[config.mk]
export PLATFORM = sky130hd
export DESIGN_NAME = lsu_mem_stage
export DESIGN_NICKNAME = d
export VERILOG_FILES = /design/src/rtl/lsu_mem_stage_pkg.sv /design/src/rtl/lsu_mem_stage_load_extend.sv /design/src/rtl/lsu_mem_stage.sv
export SDC_FILE = /design/constraint.sdc
export NUM_CORES = 1
export LEC_CHECK = 0
export ABC_AREA = 1
export CAP_MARGIN = 20
export CORE_MARGIN = 2
export CORE_UTILIZATION = 45
export DETAILED_ROUTE_END_ITERATION = 8
export PLACE_DENSITY_LB_ADDON = 0.2
export REMOVE_ABC_BUFFERS = 1
export SYNTH_ARGS = -nofsm -noshare
export SYNTH_HDL_FRONTEND = slang
export SYNTH_SLANG_ARGS = --single-unit
[constraint.sdc]
create_clock -name clk -period 3.4 [get_ports clk]
set_input_delay 0.85 -clock clk [delete_from_list [all_inputs] [get_ports clk]]
set_output_delay 0.85 -clock clk [all_outputs]
set_load 0.05 [all_outputs]
[src/rtl/lsu_mem_stage_pkg.sv]
// Shared encodings for the MEM-stage load/store unit: funct3 access codes,
// FSM states and the access-legality check used when a request is launched.
package lsu_mem_stage_pkg;

   localparam int LSU_DATA_WIDTH = 32;
   localparam int STRB_WIDTH     = LSU_DATA_WIDTH / 8;

   localparam logic [2:0] F3_B  = 3'b000;
   localparam logic [2:0] F3_H  = 3'b001;
   localparam logic [2:0] F3_W  = 3'b010;
   localparam logic [2:0] F3_BU = 3'b100;
   localparam logic [2:0] F3_HU = 3'b101;

   typedef enum logic [1:0] {
      LSU_IDLE = 2'd0,
      LSU_REQ  = 2'd1,
      LSU_RSP  = 2'd2,
      LSU_DONE = 2'd3
   } lsu_state_t;

   // Stores only accept B/H/W; loads add the unsigned variants.
   function automatic logic access_fault(input logic       is_store,
                                         input logic [2:0] funct3,
                                         input logic [1:0] off);
      logic legal;
      logic misaligned;
      if (is_store)
         legal = (funct3 == F3_B) || (funct3 == F3_H) || (funct3 == F3_W);
      else
         legal = (funct3 == F3_B) || (funct3 == F3_H) || (funct3 == F3_W) ||
                 (funct3 == F3_BU) || (funct3 == F3_HU);
      misaligned = ((funct3[1:0] == 2'b01) && off[0]) ||
                   ((funct3[1:0] == 2'b10) && (off != 2'b00));
      return !legal || misaligned;
   endfunction

endpackage

[src/rtl/lsu_mem_stage_load_extend.sv]
// Combinational load-data aligner: shifts the addressed byte/halfword down
// and sign- or zero-extends it according to funct3.
module lsu_mem_stage_load_extend
   import lsu_mem_stage_pkg::*;
#(
   parameter int DATA_WIDTH = LSU_DATA_WIDTH
) (
   input  logic [DATA_WIDTH-1:0] raw,
   input  logic [1:0]            off,
   input  logic [2:0]            funct3,
   output logic [DATA_WIDTH-1:0] rdata_next
);

   logic [DATA_WIDTH-1:0] shifted;

   always_comb begin
      shifted = raw >> {off, 3'b000};
      case (funct3)
         F3_B:    rdata_next = {{(DATA_WIDTH-8){shifted[7]}}, shifted[7:0]};
         F3_H:    rdata_next = {{(DATA_WIDTH-16){shifted[15]}}, shifted[15:0]};
         F3_BU:   rdata_next = {{(DATA_WIDTH-8){1'b0}}, shifted[7:0]};
         F3_HU:   rdata_next = {{(DATA_WIDTH-16){1'b0}}, shifted[15:0]};
         // Word loads are always aligned, so the shift is a no-op here.
         default: rdata_next = shifted;
      endcase
   end

endmodule

[src/rtl/lsu_mem_stage.sv]
// MEM-stage LSU: one dmem access at a time; holds the request until ready, stalls
// the pipeline until done (zero-wait: load 3 / store 2 stall cycles, then a DONE cycle).
module lsu_mem_stage
   import lsu_mem_stage_pkg::*;
#(
   parameter int DATA_WIDTH = LSU_DATA_WIDTH,
   parameter int ADDR_WIDTH = 32
) (
   input  logic                  clk,
   input  logic                  rst_n,
   input  logic                  mem_valid,
   input  logic                  mem_read,
   input  logic                  mem_write,
   input  logic [2:0]            mem_funct3,
   input  logic [ADDR_WIDTH-1:0] mem_addr,
   input  logic [DATA_WIDTH-1:0] mem_wdata_in,
   output logic                  dmem_req_valid,
   input  logic                  dmem_req_ready,
   output logic                  dmem_we,
   output logic [ADDR_WIDTH-1:0] dmem_addr,
   output logic [DATA_WIDTH-1:0] dmem_wdata,
   output logic [STRB_WIDTH-1:0] dmem_wstrb,
   input  logic                  dmem_rsp_valid,
   input  logic [DATA_WIDTH-1:0] dmem_rsp_rdata,
   output logic [DATA_WIDTH-1:0] mem_rdata,
   output logic                  lsu_stall,
   output logic                  lsu_fault
);

   lsu_state_t            state;
   logic                  busy;
   logic [1:0]            off_q;
   logic [2:0]            funct3_q;
   logic                  start;
   logic                  fault;
   logic [DATA_WIDTH-1:0] lane_wdata;
   logic [STRB_WIDTH-1:0] lane_wstrb;
   logic [DATA_WIDTH-1:0] rdata_next;

   assign start     = mem_valid & (mem_read | mem_write);
   assign fault     = access_fault(mem_write, mem_funct3, mem_addr[1:0]);
   assign lsu_fault = (state == LSU_IDLE) & start & fault;
   assign lsu_stall = (state == LSU_IDLE) ? (start & ~fault) : busy;

   always_comb begin
      case (mem_funct3[1:0])
         2'b00: begin
            lane_wstrb = STRB_WIDTH'(1) << mem_addr[1:0];
            lane_wdata = {(DATA_WIDTH/8){mem_wdata_in[7:0]}};
         end
         2'b01: begin
            lane_wstrb = STRB_WIDTH'(3) << mem_addr[1:0];
            lane_wdata = {(DATA_WIDTH/16){mem_wdata_in[15:0]}};
         end
         default: begin
            lane_wstrb = {STRB_WIDTH{1'b1}};
            lane_wdata = mem_wdata_in;
         end
      endcase
   end

   lsu_mem_stage_load_extend #(
      .DATA_WIDTH (DATA_WIDTH)
   ) u_load_extend (
      .raw        (dmem_rsp_rdata),
      .off        (off_q),
      .funct3     (funct3_q),
      .rdata_next (rdata_next)
   );

   always_ff @(posedge clk) begin
      if (!rst_n) begin
         state          <= LSU_IDLE;
         busy           <= 1'b0;
         off_q          <= 2'b00;
         funct3_q       <= 3'b000;
         dmem_req_valid <= 1'b0;
         dmem_we        <= 1'b0;
         dmem_addr      <= '0;
         dmem_wdata     <= '0;
         dmem_wstrb     <= '0;
         mem_rdata      <= '0;
      end else begin
         case (state)
            LSU_IDLE: begin
               if (start && !fault) begin
                  off_q          <= mem_addr[1:0];
                  funct3_q       <= mem_funct3;
                  dmem_we        <= mem_write;
                  dmem_addr      <= {mem_addr[ADDR_WIDTH-1:2], 2'b00};
                  dmem_wdata     <= lane_wdata;
                  dmem_wstrb     <= mem_write ? lane_wstrb : '0;
                  dmem_req_valid <= 1'b1;
                  busy           <= 1'b1;
                  state          <= LSU_REQ;
               end
            end
            LSU_REQ: begin
               if (dmem_req_ready) begin
                  dmem_req_valid <= 1'b0;
                  if (dmem_we) begin
                     busy  <= 1'b0;
                     state <= LSU_DONE;
                  end else begin
                     state <= LSU_RSP;
                  end
               end
            end
            LSU_RSP: begin
               if (dmem_rsp_valid) begin
                  mem_rdata <= rdata_next;
                  busy      <= 1'b0;
                  state     <= LSU_DONE;
               end
            end
            // The MEM instruction is unchanged in DONE, so it must not relaunch.
            default: state <= LSU_IDLE;
         endcase
      end
   end

endmodule
==> summary by stage, run 1 <==
Die
The core outline area is 0.01084 mm2. The effective utilization at floorplan is 0.4599. Row generation in the floorplan step produced 38 rows.

The floorplan step defined a die boundary enclosing roughly 0.012 mm2. between 200 and 250 I/O pins were placed. The overall die width is roughly 110 um. The die is between 100 and 150 um tall.

Timing
The transition time at the pin with the least slew margin is 808.6 ps. The peak clock frequency supported by timing is around 0.31 GHz. Of the available clock period, the critical path in the final layout requires 0.9433. The hold violation count in the final report is 0.

Setup repair after global routing left no endpoint under its margin. The summed negative setup slack over all endpoints is 0 ps. The worst hold margin is 467.8 ps. The minimum period implied by the final worst setup slack is 3207 ps. The number of failing setup endpoints in the final timing report is 0. Across the routed clock network, the largest skew measured is between 15 and 20 ps.

The worst pin sits at a relative slew slack of 0.4609. The number of slew-limit violations in the final report is 0.

Logic synthesis
Of the post-synthesis cell area, the part taken by muxes is 0. The fraction of the yosys area taken by sequential cells is 0.4336. The synthesized-area fraction occupied by and/or/nand/nor cells is 0.2068.

The post-synthesis compound-gate area fraction was 0.2482. The arithmetic-cell share of the synthesized area counting full adders, half adders and majority gates is 0.01004. Of the total synthesized cell area, the portion taken by XOR and XNOR cells is 0. The dominant combinational cell family by area after synthesis is compound AO/OA/AOI/OAI gates. The synthesized instance count is ~700. The number of distinct library cell variants in the gate-level netlist after synthesis is 28. The average cell area after synthesis is 7.143 um2. The number of flip-flops and latches in the synthesized netlist is between 100 and 150. The post-synthesis instance area is roughly 0.0050 mm2. During synthesis, Yosys emitted a total of 0 warnings.

Pwr
For this design the static power due to leakage is 0.003009 uW. The total power per unit cell area is 569.4 mW/mm2. The net switching power figure is between 1500 and 2000 uW. The internal power of the cells is ~2500 uW. The net switching fraction of the power is 0.4059. The power share of the sequential group is 0.371. The share of total power dissipated in the clock network is 0.214. The maximum resistive drop on vdd is between 0.0002 and 0.0003 V. The relative contribution of combinational cells to total power is 0.415.

Place
The number of placed instances, taps included, is about 1000. During placement, the flow inserted port buffers numbering ~210. The estimated wirelength of the detail-placed design is 10920 um. Routability-driven placement finished with a final weighted congestion of roughly 0.85.

Detailed routing
After detailed routing, the average wire length per cell comes to roughly 15 um. The detail route stage leaves a number of antenna-violating nets equal to 0. The number of design rule violations left after detail routing is 0. The initial DRC count is 327. For this block, the routed nets add up to between 15000 and 20000 um of wire. Dividing the detail-routed via count by the number of cells gives 5.207.

The number of iterations in the first detailed-routing pass is 5. The via total after detailed routing is around 5300.

Setup path
The worst setup path is of the in2out kind. Traced cell by cell, the critical path runs through clkdlybuf4s50_1, buf_4, nor2_8, nand2_2, nand2_1, nor2_4, inv_2, o21ai_0, buf_12. On the critical path, the stage with the largest delay is an instance of sky130_fd_sc_hd__clkdlybuf4s50_1. The arrival time of the worst setup path is 2360 ps. The kind of launch point of the worst setup path is an input pin. At the worst endpoint, the required time is between 2000 and 3000 ps. For this run, the slowest stage of the critical path takes ~450 ps. The worst setup path is captured at an output pin. Along the worst path, the maximum fanout reaches 9.

Status
The run finished with clean final reports.

Min path
The worst hold-check path type is reg2reg.

Global routing
The largest net degree at the start of global routing is 84. The initial antenna violation count was 0. The number of global-route vias before repair is 5101.

The final global-route overflow total is 0. Across every metal layer, demand over resource in global routing totals 0.2580. The first global-routing pass estimated roughly 24000 um of wire.

Cells and area
The repair_antennas step left the layout with diodes totalling 0. The area overhead of the layout relative to synthesis is 46.07%. Fill cells in the final layout number 958. The library cells used most frequently in the layout, excluding fill and tap cells, are sky130_fd_sc_hd__clkdlybuf4s50_1 (204), sky130_fd_sc_hd__nor2_1 (127), sky130_fd_sc_hd__dfxtp_1 (108). The multi-input combinational cell area is 0.002326 mm2. After the last flow step, the layout net total stands at 987. Summing all flip-flop and latch instances after layout gives 0.002162 mm2.

The library cell used most frequently in the layout, excluding fill and tap cells, is sky130_fd_sc_hd__clkdlybuf4s50_1. The proportion of layout cells with a drive suffix above 1 is 0.06122. The final cell count without fillers is a little over 1000. The core occupancy in the finished layout is 0.6719.

Clock network
The maximum count of clock buffers along a single path is 2. The clock reaches the later pin of the worst-skew pair after 360 ps. The number of cells upsized or downsized after cts is 0. In this run the number of H-tree levels came out at 3. The clock tree from TritonCTS is yes.

After clock tree synthesis, the flow added hold-fix buffers numbering 0. After clock tree synthesis, the setup repair step added 0 buffers. CTS saw 108 sinks. The clock-pin transition on the worst setup and hold timing paths is ~110 ps. Clock tree synthesis inserted a total of 9 buffers. Clock tree synthesis selected as its root buffer the cell sky130_fd_sc_hd__clkbuf_8.

Job
The tool flagged a number of max-cap violations equal to 0.
## flip-flops by register name, indices dropped and copies added, names as in the netlist
register and flops:
busy 1, funct3_q 3, state 2, off_q 2
dmem_wdata 32, dmem_wstrb 4, mem_rdata 32, dmem_addr 30
dmem_req_valid 1, dmem_we 1
## layout make-up
type	instances	share of cell area
clock buffers	9	0.01701
clock inverters	7	0.01443
inverters	61	0.03144
multi-input cells	480	0.3194
flip-flops and latches	108	0.2969
well taps	140	0.02405
repair buffers	217	0.2969
## metrics by stage
step / total power [uW] / setup slack [ps] / cell area (um2)
after floorplan: 2630 / -798.4 / 4717
after global placement: 3233 / 285.5 / 7054
after detailed placement: 3277 / 213.6 / 7054
after CTS: 4172 / 204.8 / 7283
after global routing: 4379 / 122.4 / 7283
final: 4147 / 192.7 / 7283
## worst max-delay path, delay by kind of cell
family          cells  cell delay, ps
buf+inv             4             890
simple gates        4             440
compound gates      1             160
## cell usage after synthesis, drive strengths merged
| cell type | n | area share |
|---|---|---|
| nand3 | 8 | 0.0080 |
| inv | 61 | 0.046 |
| dfxtp | 108 | 0.43 |
| ha | 4 | 0.010 |
| nor3 | 1 | 0.0010 |
| nand4 | 1 | 0.0013 |
| conb | 1 | 0.00075 |
| nor2 | 129 | 0.10 |
| o21ai | 106 | 0.11 |
| o211ai | 33 | 0.050 |
| nand2 | 97 | 0.075 |
| or2 | 16 | 0.020 |
| o31ai | 7 | 0.011 |
| a22oi | 1 | 0.0015 |
| buf | 28 | 0.038 |
| clkbuf | 22 | 0.017 |
| a22o | 5 | 0.0088 |
| a21oi | 68 | 0.068 |
| o21a | 2 | 0.0030 |
## final timing paths
kind	startpoint	cells past startpoint	to	slack [ps]
setup reg to reg	off_q[1]	5	mem_rdata[20]	1320
setup / recovery	mem_funct3[1]	9	lsu_stall	190
hold reg to reg	dmem_wdata[2]	2	dmem_wdata[2]	470
hold / removal	dmem_wdata[2]	2	dmem_wdata[2]	470
## power by group through the flow
stage	sequential, uW	combinational, uW	clock (uW)
global route	1560	1850	970
detailed placement	1560	1710	0
CTS	1540	1720	913
global placement	1560	1680	0
finish	1540	1720	889
floorplan	2060	571	0
## kinds of logic after synthesis
family / Yosys count
buffers and inverters: 111
and+or+nand+nor: 252
DFF: 108
adders and majority gates: 4
AOI/OAI and AO/OA: 222
other: 1
## routing by layer
| metal | vias to the layer above | GRT usage | wire (um) |
|---|---|---|---|
| li1 | 2642 | - | - |
| met1 | 2435 | 0.2979 | 6236 |
| met2 | 227 | 0.4494 | 7395 |
| met3 | 18 | 0.09205 | 1585 |
| met4 | 0 | 0.07414 | 222 |
| met5 | - | 0 | 0 |
(Power assumes the default switching activity.)
==> inputs of run 2 (changes only) <==
--- a/config.mk
+++ b/config.mk
@@ -9,6 +9,7 @@
 export CAP_MARGIN = 20
 export CORE_MARGIN = 2
 export CORE_UTILIZATION = 45
+export CTS_BUF_LIST = sky130_fd_sc_hd__clkbuf_16
 export DETAILED_ROUTE_END_ITERATION = 8
 export PLACE_DENSITY_LB_ADDON = 0.2
 export REMOVE_ABC_BUFFERS = 1
==> run 2 against run 1 <==
Against the previous run: final area rose by 1.4%; die area did not move; setup slack got worse by 3.4 ps; critical endpoint unchanged.
==> summary by stage, run 2 (same netlist as run 1, synthesis figures left out) <==
Global routing
The initial antenna violation count is 0 (unchanged). The overall routing resource usage came to 0.2596 (+0.001508). The final global-route overflow total was 0 (unchanged). The number of global-route vias before repair came to 5137 (+0.71%). The first-pass GRT wire length is 24450 um (+0.77%).

The largest net degree at the start of global routing is 84 (unchanged).

Min path
The worst hold-check path type is reg2reg. The path with the worst hold slack has its endpoint at dmem_wdata[2]. The number of cells traversed by the worst hold path is 2 (unchanged). The startpoint identified for the worst hold timing path is dmem_wdata[2].

Pwr
The net switching fraction of the power came to 0.3898 (-0.01611). The static leakage power was 0.003055 uW (+1.5%). The power share of the sequential group was 0.349 (-0.022). The relative contribution of combinational cells to total power is 0.390 (-0.025). The total power per unit cell area is 598.1 mW/mm2 (+5.0%).

The net switching power figure is 1722 uW (+2.3%). The maximum resistive drop on vdd was 0.0002927 V (+6.8%). The internal power of the cells came to 2695 uW (+9.4%).

The clock share of power is 0.262 (+0.048).

Cells and area
The count of filler cells inserted in the layout was 948 (-1.0%). The proportion of layout cells with a drive suffix above 1 was 0.06122 (unchanged). The sequential cell area came to 0.002162 mm2 (unchanged). The multi-input combinational cell area is 0.002326 mm2 (unchanged). The number of nets in the finished design was 987 (unchanged).

The largest registers in the layout are dmem_wdata x32, mem_rdata x32, dmem_addr x30. The antenna cell count came to 0 (unchanged). The library cells used most frequently in the layout, excluding fill and tap cells, are sky130_fd_sc_hd__clkdlybuf4s50_1 (204), sky130_fd_sc_hd__nor2_1 (127), sky130_fd_sc_hd__dfxtp_1 (108). The area overhead of the layout relative to synthesis is 48.11%.

The library cell used most frequently in the layout, excluding fill and tap cells, is sky130_fd_sc_hd__clkdlybuf4s50_1. The core occupancy in the finished layout is 0.6812 (+0.009349).

Setup path
The worst setup path is captured at an output pin. The peak fanout along the critical path is 9 (unchanged). The required time at the worst-slack endpoint is 2550 ps (about the same). The start of the worst register-to-register path is off_q[1]. The kind of launch point of the worst setup path is an input pin. The reg-to-reg critical path endpoint is mem_rdata[20]. The reg-to-reg setup timing slack came to 1280 ps (-40 ps). The number of cell instances on the worst register-to-register path is 5 (unchanged). The type of the worst setup path is in2out.

The arrival time of the worst setup path is 2360 ps (about the same).

Clock network
The source-to-sink clock delay at the later pin of the worst-skew pair is 340 ps (-20 ps). The number of clock buffers inserted by TritonCTS is 9 (unchanged). TritonCTS built the clock tree. The number of clock sinks came to 108 (unchanged). In this run the clock root is driven by a sky130_fd_sc_hd__clkbuf_16. The number of cells upsized or downsized after cts is 0 (unchanged).

The total of hold buffers inserted after clock tree synthesis was 0 (unchanged). The total number of H-tree levels was 3 (unchanged). The number of setup buffers added after CTS was 0 (unchanged). The maximum count of clock buffers along a single path came to 2 (unchanged).

The clock-pin transition on the worst setup and hold timing paths is 80 ps (-30 ps).

Timing
The peak clock frequency supported by timing is 0.3115 GHz (-0.11%). The least setup slack across all paths after layout is 189.2 ps (-3.411 ps). Setup repair after global routing left no endpoint under its margin. The fraction of the cycle the final worst path needs is 0.9443 (+0.001003).

The post-route clock skew was 10.74 ps (-5.450 ps). The hold violation count in the final report is 0 (unchanged). The headroom to the max-slew limit is 0.4720 (+0.01112).

The number of failing setup endpoints in the final timing report is 0 (unchanged). The minimum period implied by the final worst setup slack came to 3211 ps (+3.411 ps). The number of slew-limit violations in the final report is 0 (unchanged). The transition time at the pin with the least slew margin was 791.9 ps (-16.69 ps).

Place
The worst slack at placement is 213.6 ps (unchanged). The estimated wirelength of the detail-placed design was 10920 um (unchanged). The weighted congestion at the end of routability-driven global placement is 0.8496 (unchanged). The port buffer count is 207 (unchanged).

Detailed routing
The via-per-instance ratio is 5.200 (-0.15%). The number of iterations in the first detailed-routing pass is 5 (unchanged). The post-detailed-routing wire length is 15500 um (+0.36%). The remaining antenna violation count is 0 (unchanged). The initial DRC count is 370 (+13%). The number of design rule violations left after detail routing is 0 (unchanged).

The via total after detailed routing is 5314 (-0.15%). The average routed wire per standard cell is 15.16 um (+0.36%).

Status
The run finished with clean final reports.

Die
The effective utilization at floorplan is 0.4599 (unchanged). The overall die width is 109.3 um (unchanged). The die boundary height is 109.3 um (unchanged). The overall die area came to 0.01194 mm2 (unchanged).

The number of standard-cell rows in the floorplan is 38 (unchanged). The I/O pin count was 210 (unchanged). The core outline area is 0.01084 mm2 (unchanged).

Job
The reported max-cap violation count is 0 (unchanged).
run 2: worst max path at each step:
stage | start | end | depth (start not counted)
floorplan | mem_funct3[0] | lsu_stall | 7
global placement | mem_funct3[1] | lsu_stall | 9
detailed placement | mem_funct3[1] | lsu_stall | 9
CTS | mem_funct3[1] | lsu_stall | 9
global route | mem_addr[1] | lsu_stall | 9
finish | mem_funct3[1] | lsu_stall | 9
run 2: critical path, stage by stage:
cell and delay (ps):
sky130_fd_sc_hd__clkdlybuf4s50_1 450, sky130_fd_sc_hd__buf_4 190, sky130_fd_sc_hd__nor2_8 180, sky130_fd_sc_hd__nand2_2 100
sky130_fd_sc_hd__nand2_1 120, sky130_fd_sc_hd__nor2_4 40, sky130_fd_sc_hd__inv_2 40, sky130_fd_sc_hd__o21ai_0 160
sky130_fd_sc_hd__buf_12 210
run 2: per-layer routing:
| layer | routed length (um) | global-route usage | up-vias |
|---|---|---|---|
| li1 | - | - | 2647 |
| met1 | 6115 | 0.2942 | 2421 |
| met2 | 7517 | 0.4601 | 223 |
| met3 | 1590 | 0.08787 | 23 |
| met4 | 272 | 0.07866 | 0 |
| met5 | 0 | 0 | - |
run 2: cell type report:
cell class              count  area share
clock buffers               9     0.03050
clock inverters             7     0.01423
inverters                  61     0.03101
multi-input cells         480      0.3150
flip-flops and latches    108      0.2928
well taps                 140     0.02372
repair buffers            217      0.2928
run 2: power by group through the flow:
stage | Sequential, uW | Combinational (uW) | Clock [uW]
2_1_floorplan | 2060 | 571 | 0
3_3_place_gp | 1560 | 1680 | 0
3_5_place_dp | 1560 | 1710 | 0
4_1_cts | 1540 | 1720 | 1170
5_1_grt | 1560 | 1850 | 1230
6_report | 1540 | 1720 | 1160
run 2: through the flow:
step                cell area [um2]  total power [uW]  hold slack (ps)  TNS (ps)  instances
global placement               7054              3233            450.7         0       1006
global route                   7385              4643            492.3         0       1022
detailed placement             7054              3277            453.2         0       1006
CTS                            7385              4436            462.9         0       1022
floorplan                      4717              2630            452.3    -798.4        649
finish                         7385              4417            463.9         0       1022
